`src/rtl/pr3_stream_parser.sv`:
```
// Receive-side parser for the PR3 phase-result stream: strips antenna-block headers,
// tags payload with sop/eop/num/antenna and checks ordering, continuity and truncation.
module pr3_stream_parser #(
  parameter int NSINK   = 3,
  parameter int NWORDS  = 20,
  parameter int TIMEOUT = 64
) (
  input  logic        clk,
  input  logic        reset,
  input  logic        sink_valid,
  input  logic [31:0] sink_data,
  output logic        source_valid,
  output logic        source_sop,
  output logic        source_eop,
  output logic [23:0] source_num,
  output logic [7:0]  source_antenna,
  output logic [31:0] source_data,
  output logic        frame_done,
  output logic        err_seq,
  output logic        err_antenna,
  output logic        err_trunc,
  output logic [15:0] err_count
);

  localparam int WCW = $clog2(NWORDS + 1);
  localparam int IW  = $clog2(TIMEOUT + 1);
  localparam logic [WCW-1:0] WLAST    = WCW'(NWORDS - 1);
  localparam logic [IW-1:0]  IDLE_MAX = IW'(TIMEOUT);
  localparam logic [IW-1:0]  IDLE_HIT = IW'(TIMEOUT - 1);
  localparam logic [7:0]     ANT_LAST = 8'(NSINK - 1);

  typedef enum logic [1:0] {
    HUNT    = 2'd0,
    HEADER  = 2'd1,
    PAYLOAD = 2'd2
  } state_e;

  state_e         state_q;
  logic           synced_q;
  logic [7:0]     exp_ant_q;
  logic [23:0]    exp_num_q;
  logic [WCW-1:0] wcnt_q;
  logic [IW-1:0]  idle_q, idle_d;
  logic           src_valid_q, src_sop_q, src_eop_q, frame_done_q;
  logic [23:0]    src_num_q;
  logic [7:0]     src_ant_q;
  logic [31:0]    src_data_q;
  logic           err_seq_q, err_ant_q, err_trunc_q;
  logic [15:0]    err_count_q, err_count_d;

  logic [23:0]    hdr_num_s;
  logic [7:0]     hdr_ant_s;
  logic           timeout_s, hdr_s, ant_bad_s, seq_bad_s, trunc_s, last_word_s, err_any_s;

  // Header decode, timeout detection, error classification and counter next-state.
  always_comb begin
    hdr_num_s   = sink_data[31:8];
    hdr_ant_s   = sink_data[7:0];
    // A valid word in the cycle idle would reach TIMEOUT suppresses the timeout.
    timeout_s   = !sink_valid && (idle_q == IDLE_HIT);
    hdr_s       = sink_valid && (state_q == HEADER);
    ant_bad_s   = (hdr_ant_s != exp_ant_q) || (!synced_q && (hdr_ant_s != 8'd0));
    seq_bad_s   = hdr_s && !ant_bad_s && synced_q && (hdr_ant_s == 8'd0) &&
                  (hdr_num_s != exp_num_q);
    trunc_s     = timeout_s && ((state_q == PAYLOAD) ||
                                ((state_q == HEADER) && (exp_ant_q != 8'd0)));
    last_word_s = (wcnt_q == WLAST);
    err_any_s   = (hdr_s && ant_bad_s) || seq_bad_s || trunc_s;

    if (sink_valid) begin
      idle_d = IW'(0);
    end else if (idle_q != IDLE_MAX) begin
      idle_d = idle_q + IW'(1);
    end else begin
      idle_d = idle_q;
    end

    if (err_any_s && (err_count_q != 16'hFFFF)) begin
      err_count_d = err_count_q + 16'd1;
    end else begin
      err_count_d = err_count_q;
    end
  end

  // Parser state machine with registered outputs.
  always_ff @(posedge clk) begin
    if (reset) begin
      state_q      <= HEADER;
      synced_q     <= 1'b0;
      exp_ant_q    <= 8'd0;
      exp_num_q    <= 24'd0;
      wcnt_q       <= WCW'(0);
      idle_q       <= IW'(0);
      src_valid_q  <= 1'b0;
      src_sop_q    <= 1'b0;
      src_eop_q    <= 1'b0;
      src_num_q    <= 24'd0;
      src_ant_q    <= 8'd0;
      src_data_q   <= 32'd0;
      frame_done_q <= 1'b0;
      err_seq_q    <= 1'b0;
      err_ant_q    <= 1'b0;
      err_trunc_q  <= 1'b0;
      err_count_q  <= 16'd0;
    end else begin
      idle_q       <= idle_d;
      err_count_q  <= err_count_d;
      src_valid_q  <= 1'b0;
      src_sop_q    <= 1'b0;
      src_eop_q    <= 1'b0;
      frame_done_q <= 1'b0;
      err_seq_q    <= seq_bad_s;
      err_ant_q    <= hdr_s && ant_bad_s;
      err_trunc_q  <= trunc_s;
      case (state_q)
        HUNT: begin
          if (timeout_s) begin
            synced_q  <= 1'b0;
            exp_ant_q <= 8'd0;
            state_q   <= HEADER;
          end
        end
        HEADER: begin
          if (sink_valid) begin
            if (ant_bad_s) begin
              state_q <= HUNT;
            end else begin
              src_num_q <= hdr_num_s;
              src_ant_q <= hdr_ant_s;
              wcnt_q    <= WCW'(0);
              state_q   <= PAYLOAD;
              if (hdr_ant_s == 8'd0) begin
                exp_num_q <= hdr_num_s + 24'd1;
                synced_q  <= 1'b1;
              end
            end
          end else if (trunc_s) begin
            synced_q  <= 1'b0;
            exp_ant_q <= 8'd0;
          end
        end
        PAYLOAD: begin
          if (sink_valid) begin
            src_valid_q <= 1'b1;
            src_data_q  <= sink_data;
            src_sop_q   <= (wcnt_q == WCW'(0));
            src_eop_q   <= last_word_s;
            wcnt_q      <= wcnt_q + WCW'(1);
            if (last_word_s) begin
              state_q      <= HEADER;
              frame_done_q <= (exp_ant_q == ANT_LAST);
              exp_ant_q    <= (exp_ant_q == ANT_LAST) ? 8'd0 : exp_ant_q + 8'd1;
            end
          end else if (timeout_s) begin
            synced_q  <= 1'b0;
            exp_ant_q <= 8'd0;
            state_q   <= HEADER;
          end
        end
        default: begin
          state_q <= HEADER;
        end
      endcase
    end
  end

  assign source_valid   = src_valid_q;
  assign source_sop     = src_sop_q;
  assign source_eop     = src_eop_q;
  assign source_num     = src_num_q;
  assign source_antenna = src_ant_q;
  assign source_data    = src_data_q;
  assign frame_done     = frame_done_q;
  assign err_seq        = err_seq_q;
  assign err_antenna    = err_ant_q;
  assign err_trunc      = err_trunc_q;
  assign err_count      = err_count_q;

endmodule
```
`config.mk`:
```
export PLATFORM = sky130hd
export DESIGN_NAME = pr3_stream_parser
export DESIGN_NICKNAME = d
export VERILOG_FILES = /design/src/rtl/pr3_stream_parser.sv
export SDC_FILE = /design/constraint.sdc
export NUM_CORES = 1
export LEC_CHECK = 0
export CORE_MARGIN = 5
export CORE_UTILIZATION = 55
export DETAILED_ROUTE_END_ITERATION = 8
export DONT_BUFFER_PORTS = 1
export PLACE_DENSITY = 0.82
export SYNTH_ARGS = -nofsm -noshare
export SYNTH_HDL_FRONTEND = slang
export SYNTH_SLANG_ARGS = --single-unit
```
`constraint.sdc`:
```
create_clock -name clk -period 2.55 [get_ports clk]
set_input_delay 0.1275 -clock clk [delete_from_list [all_inputs] [get_ports clk]]
set_output_delay 0.1275 -clock clk [all_outputs]
set_load 0.02 [all_outputs]
```
After elaboration in Yosys (flattened, before gate mapping) --
Cells that the tools add are included.
Word-level totals: flip-flop bits (word level) 134, output and inout port bits 87
Operators by class: reductions and logical operators 36, bitwise gates (word level) 4, equal/unequal tests 19, mux-type cells 25, $add $sub $neg 5
Operators with widths (count):
- $mux W8 | 6
- $add A24 B1 Y24 const B | 1
- $ne A24 B24 Y1 | 1
- $pmux W8 S3 | 1
- $add A16 B1 Y16 const B | 1
- $ne A16 B16 Y1 const B | 1
- $reduce_bool A8 Y1 | 2
- $mux W5 | 3
- $ne A2 B2 Y1 const B | 6
- $ne A3 B3 Y1 const B | 4
- $reduce_and A4 Y1 | 3
- $logic_and A1 B1 Y1 | 11
- $mux W2 | 5
- $pmux W5 S2 | 1
- $add A8 B1 Y8 const B | 1
- $eq A8 B2 Y1 const B | 1
- $logic_not A8 Y1 | 1
- $ne A8 B8 Y1 | 1
- $add A7 B1 Y7 const B | 1
- $eq A7 B6 Y1 const B | 1
- $mux W1 | 7
- $ne A7 B7 Y1 const B | 1
- $pmux W2 S3 | 1
- $add A5 B1 Y5 const B | 1
- 17 further kinds | 27

Depth between registers and ports, before layout --
depth in word-level cells 11, depth in mapped cells 11

Worst setup path before layout --
OpenSTA, ideal clock, no wires.
path kind register -> register, start point reg state_q[0], end point reg err_count_q[4] (netlist: err_count[4]), arrival 2.129 ns, clock period less this slack 2.199 ns, setup slack 0.351 ns, library setup time 0.070 ns, stages on the path, launching flop included 10, buffers on the path 2, cell sequence dfxtp_1 ha_1 buf_2 nand2_1 nor4_2 o311a_2 o21ai_2 buf_4 or3_1 a21oi_1
Between the ends: longest elaborated chain between the ends 9, elaborated cells between the ends (all ways) 14, classes of those cells 2 x eq/ne; 12 x reduce/logical
Ends and longest elaborated chain:
- from (decl) | line 38 | state_e state_q;
- from (signal assigned) | line 88 | state_q <= HEADER;
- from (signal assigned) | line 120 | state_q <= HEADER;
- from (signal assigned) | line 126 | state_q <= HUNT;
- $eq A2 B1 Y1 | line 61, 66
- $logic_and A1 B1 Y1 | line 61 | hdr_s = sink_valid && (state_q == HEADER);
- $logic_and A1 B1 Y1 (4 in a row) | line 63 | seq_bad_s = hdr_s && !ant_bad_s && synced_q && (hdr_ant_s == 8'd0) &&
- $logic_or A1 B1 Y1 | line 68 | err_any_s = (hdr_s && ant_bad_s) || seq_bad_s || trunc_s;
- $logic_or A1 B1 Y1 (*) | line 68
- $logic_and A1 B1 Y1 (*) | line 78 | if (err_any_s && (err_count_q != 16'hFFFF)) begin
- to (signal assigned) | line 107 | err_count_q <= err_count_d;
- to (decl) | line 49 | logic [15:0] err_count_q, err_count_d;
Mark *: on every way between the ends. The rest lies on a longest branch, timed or not. A chain may end at the register's enable or synchronous reset.

Worst setup path in the final report --
start point reg idle_q[0], end point reg exp_ant_q[6]
Between the ends: longest elaborated chain between the ends 5, elaborated cells between the ends (all ways) 8, classes of those cells 2 x eq/ne; 3 x mux; 3 x reduce/logical
Ends and longest elaborated chain:
- from (decl) | line 43 | logic [IW-1:0] idle_q, idle_d;
- from (signal assigned) | line 106 | idle_q <= idle_d;
- $eq A7 B6 Y1 (*) | line 60 | timeout_s = !sink_valid && (idle_q == IDLE_HIT);
- $logic_and A1 B1 Y1 (*) | line 60
- $mux W8 or $logic_and A1 B1 Y1 (tied branches)
- $mux W8 or $ne A2 B2 Y1 (tied branches)
- $pmux W8 S3 or $reduce_and A4 Y1 (tied branches)
- to (signal assigned) | line 152 | exp_ant_q <= (exp_ant_q == ANT_LAST) ? 8'd0 : exp_ant_q + 8'd1;
- to (decl) | line 40 | logic [7:0] exp_ant_q;
Marked as above.

==> flow_summary.json <==
{
  "postRouteWirelength_um": 16800,
  "drv_cap": 0,
  "tns_ns": 0,
  "grt_overflow": 0,
  "antenna_found_initial": 0,
  "cp_cell_sequence": "ha_1 > and3_1 > and4_2 > nand2_1 > a211o_1 > or4_1 > a21oi_1",
  "holdPathEnd": "state_q[1]",
  "status": "completed",
  "track_usage": 0.254,
  "place_hpwl_um": 10700,
  "ir_drop_mv": 0.415,
  "synthMuxAreaShare": 0.00658,
  "synth-async-reset-ratio": 0,
  "die_area_um2": 13300,
  "crit_arrival_ns": 2.84,
  "synth_compound_area_frac": 0.155,
  "io_pins": 122,
  "initial_core_util": 0.562,
  "powerDensity_nw_per_um2": 643,
  "min_path_type": "primary input to flip-flop",
  "synth.most_common_cell": "nand2_1",
  "clk_latency_ns": 0.52,
  "cp-end-kind": "flip-flop",
  "fp.dieW_um": 115,
  "critPathKind": "flip-flop to flip-flop",
  "synth-simple-area-share": 0.239,
  "drc": 0,
  "synth.avg_cell_area_um2": 8.06,
  "tightest_slew_ns": 0.584,
  "reg2reg_depth": 7,
  "synth_top_family_by_area": "simple AND/OR/NAND/NOR gates",
  "timing.reg2reg.setup_slack_ns": 0.16,
  "rsz0062_at_grt": "no",
  "yosysWarnings": 0,
  "drive_gt1_frac": 0.0694,
  "synth_cells": 755,
  "syn_nets": 803,
  "finalNetCount": 830,
  "cts_tree": "yes",
  "grt_pass1_wl_um": 26800,
  "critPathMaxFanout": 6,
  "htreeDepth": 4,
  "synthFlopType": "dfxtp_1",
  "fp.dieH_um": 115,
  "viasPerCell": 5.91,
  "clk_pin_slew_worst_paths_ns": 0.06,
  "synth-seq-cells": 134,
  "cts_root_buf": "clkbuf_8",
  "num_vias": 5504,
  "grt_pass1_vias": 5418,
  "ant_nets": 0,
  "synth_area_leaders": "dfxtp_1 44%, nand2_1 10%, a21oi_1 7.6%",
  "final_cells": 932,
  "first_pass_iters": 5,
  "holdWs_ns": 0.00924,
  "numClockSinks": 134,
  "reg2reg_from": "idle_q[0]",
  "synth_xor_area_frac": 0.0921,
  "dp.cells": 867,
  "fill_cells": 862,
  "synth_edf_count": 0,
  "final_util": 0.660,
  "multi_input_area_um2": 3200,
  "antennaDiodeCount": 0,
  "syn2layout_area_growth_pct": 17.5,
  "setup_viol": 0,
  "start_kind": "flip-flop",
  "coreArea_um2": 10800,
  "fin_crit_ns": 2.39,
  "register_area_um2": 2680,
  "finalClockSkew_ns": 0.00525,
  "crit_slowest_cell": "or4_1",
  "io_buffers": 0,
  "synthesis.area_um2": 6090,
  "drt_iter0_markers": 426,
  "hp-start": "reset",
  "yosysTopAreaCell": "dfxtp_1",
  "finalMaxSlewViolations": 0,
  "clockBufferDepth": 2,
  "crit_required_ns": 3.00,
  "gp_congestion": 0.930,
  "avgRoutedWirePerCell_um": 18.0,
  "fmax_mhz": 419,
  "relSlewSlack": 0.608,
  "min_path_cells": 2,
  "fin_crit_sh": 0.937,
  "netlist.area_leader.share": 0.441,
  "finalHoldViolations": 0,
  "yosys.cell_types.count": 45,
  "rows": 38,
  "leakage_nw": 2.47,
  "grt_start_max_net_pins": 128,
  "cts_buffers": 17,
  "synthAdderAreaFrac": 0.0267,
  "ys_seq_area_frac": 0.441,
  "crit_path_max_incr_delay_ns": 0.53,
  "r2r-end": "exp_ant_q[6]",
  "synthTopCellsByCount": "163 x nand2_1, 134 x dfxtp_1, 92 x a21oi_1, 63 x nor2_1, 40 x clkbuf_1"
}
[how the worst max path moves through the flow]
| stage | start | endpoint | slack, ns | depth (start not counted) |
|---|---|---|---|---|
| 4_1_cts | idle_q[0] | err_count[8] | 0.1 | 8 |
| 5_1_grt | idle_q[0] | exp_ant_q[6] | 0.01 | 7 |
| 6_report | idle_q[0] | exp_ant_q[6] | 0.16 | 7 |
| 3_5_place_dp | idle_q[0] | err_count[8] | 0.13 | 8 |
| 2_1_floorplan | state_q[0] | err_count[4] | 0.35 | 9 |
| 3_3_place_gp | exp_ant_q[6] | err_count[15] | 0.26 | 7 |
[cell families after synthesis]
family | after synthesis
buf+inv | 63
compound gates | 157
flops | 134
mux | 4
simple gates | 320
fa+ha+maj | 13
xor+xnor | 64
[routing by layer]
layer / vias up / track usage / routed length [µm]
met4: 0 / 0.115 / 512
met3: 54 / 0.0737 / 1260
met5: - / 0 / 0
li1: 2630 / - / -
met1: 2587 / 0.286 / 6450
met2: 233 / 0.444 / 8550
[repair_timing]
action | CTS | global route
setup buffers | 0 | 1
setup endpoints to repair | 0 | 9
hold buffers | 35 | 0
hold endpoints to repair | 133 | 0
resized for setup | 0 | 4
[power breakdown]
| group | switching, mW | internal [mW] | leakage, nW |
|---|---|---|---|
| sequential | 0.0167 | 2.10 | 1.08 |
| combinational | 0.163 | 0.117 | 1.14 |
| clock | 0.843 | 1.35 | 0.254 |
[registers in the layout, indices dropped and copies added, names as in the netlist]
signal and flops:
state_q 2, exp_ant_q 8, source_sop 1, source_antenna 8
idle_q 7, err_trunc 1, source_eop 1, source_data 32
synced_q 1, frame_done 1, exp_num_q 24, err_count 16
err_antenna 1, wcnt_q 5, source_num 24, err_seq 1
source_valid 1
[critical path: cells and delay by family, from the launching register on]
family | cells | cell delay, ns
fa+ha+maj | 1 | 0.21
simple gates | 4 | 1.17
compound gates | 2 | 0.54
flops | 1 | 0.39
[cell usage in the layout (no fill, tap or decap), drive strengths merged, types with 4 or more instances in the layout]
cell type	netlist	routed
a211oi	20	20
a31oi	5	5
dfxtp	134	134
ha	13	13
nand4	12	12
buf	5	19
xnor2	28	28
or4	6	6
a21oi	92	92
nand2	163	163
o2111ai	5	5
o31ai	4	4
and3	10	10
mux2i	4	4
or3	10	10
nor2	63	63
nor4	9	9
nor3	14	14
clkbuf	40	25
xor2	36	36
inv	18	18
o21ai	18	18
nor2b	5	5
nand3	16	16
dlygate4sd3	0	34
[per-stage QoR]
stage | power, mW | worst slack [ns] | area [µm²]
finish | 4.59 | 0.161 | 7150
global route | 4.75 | 0.0104 | 7150
CTS | 4.61 | 0.0998 | 7120
detailed placement | 2.33 | 0.132 | 6230
global placement | 2.32 | 0.260 | 6230
floorplan | 2.33 | 0.351 | 6090
[cell type report]
cell class | instances | share of cell area
Sequential cell | 134 | 0.375
Inverter | 18 | 0.00945
Clock buffer | 25 | 0.0663
Multi-Input combinational cell | 558 | 0.447
Clock inverter | 4 | 0.00665
Timing Repair Buffer | 53 | 0.0704
Tap cell | 140 | 0.0245
Note: power is estimated with default switching activity, not from simulation.
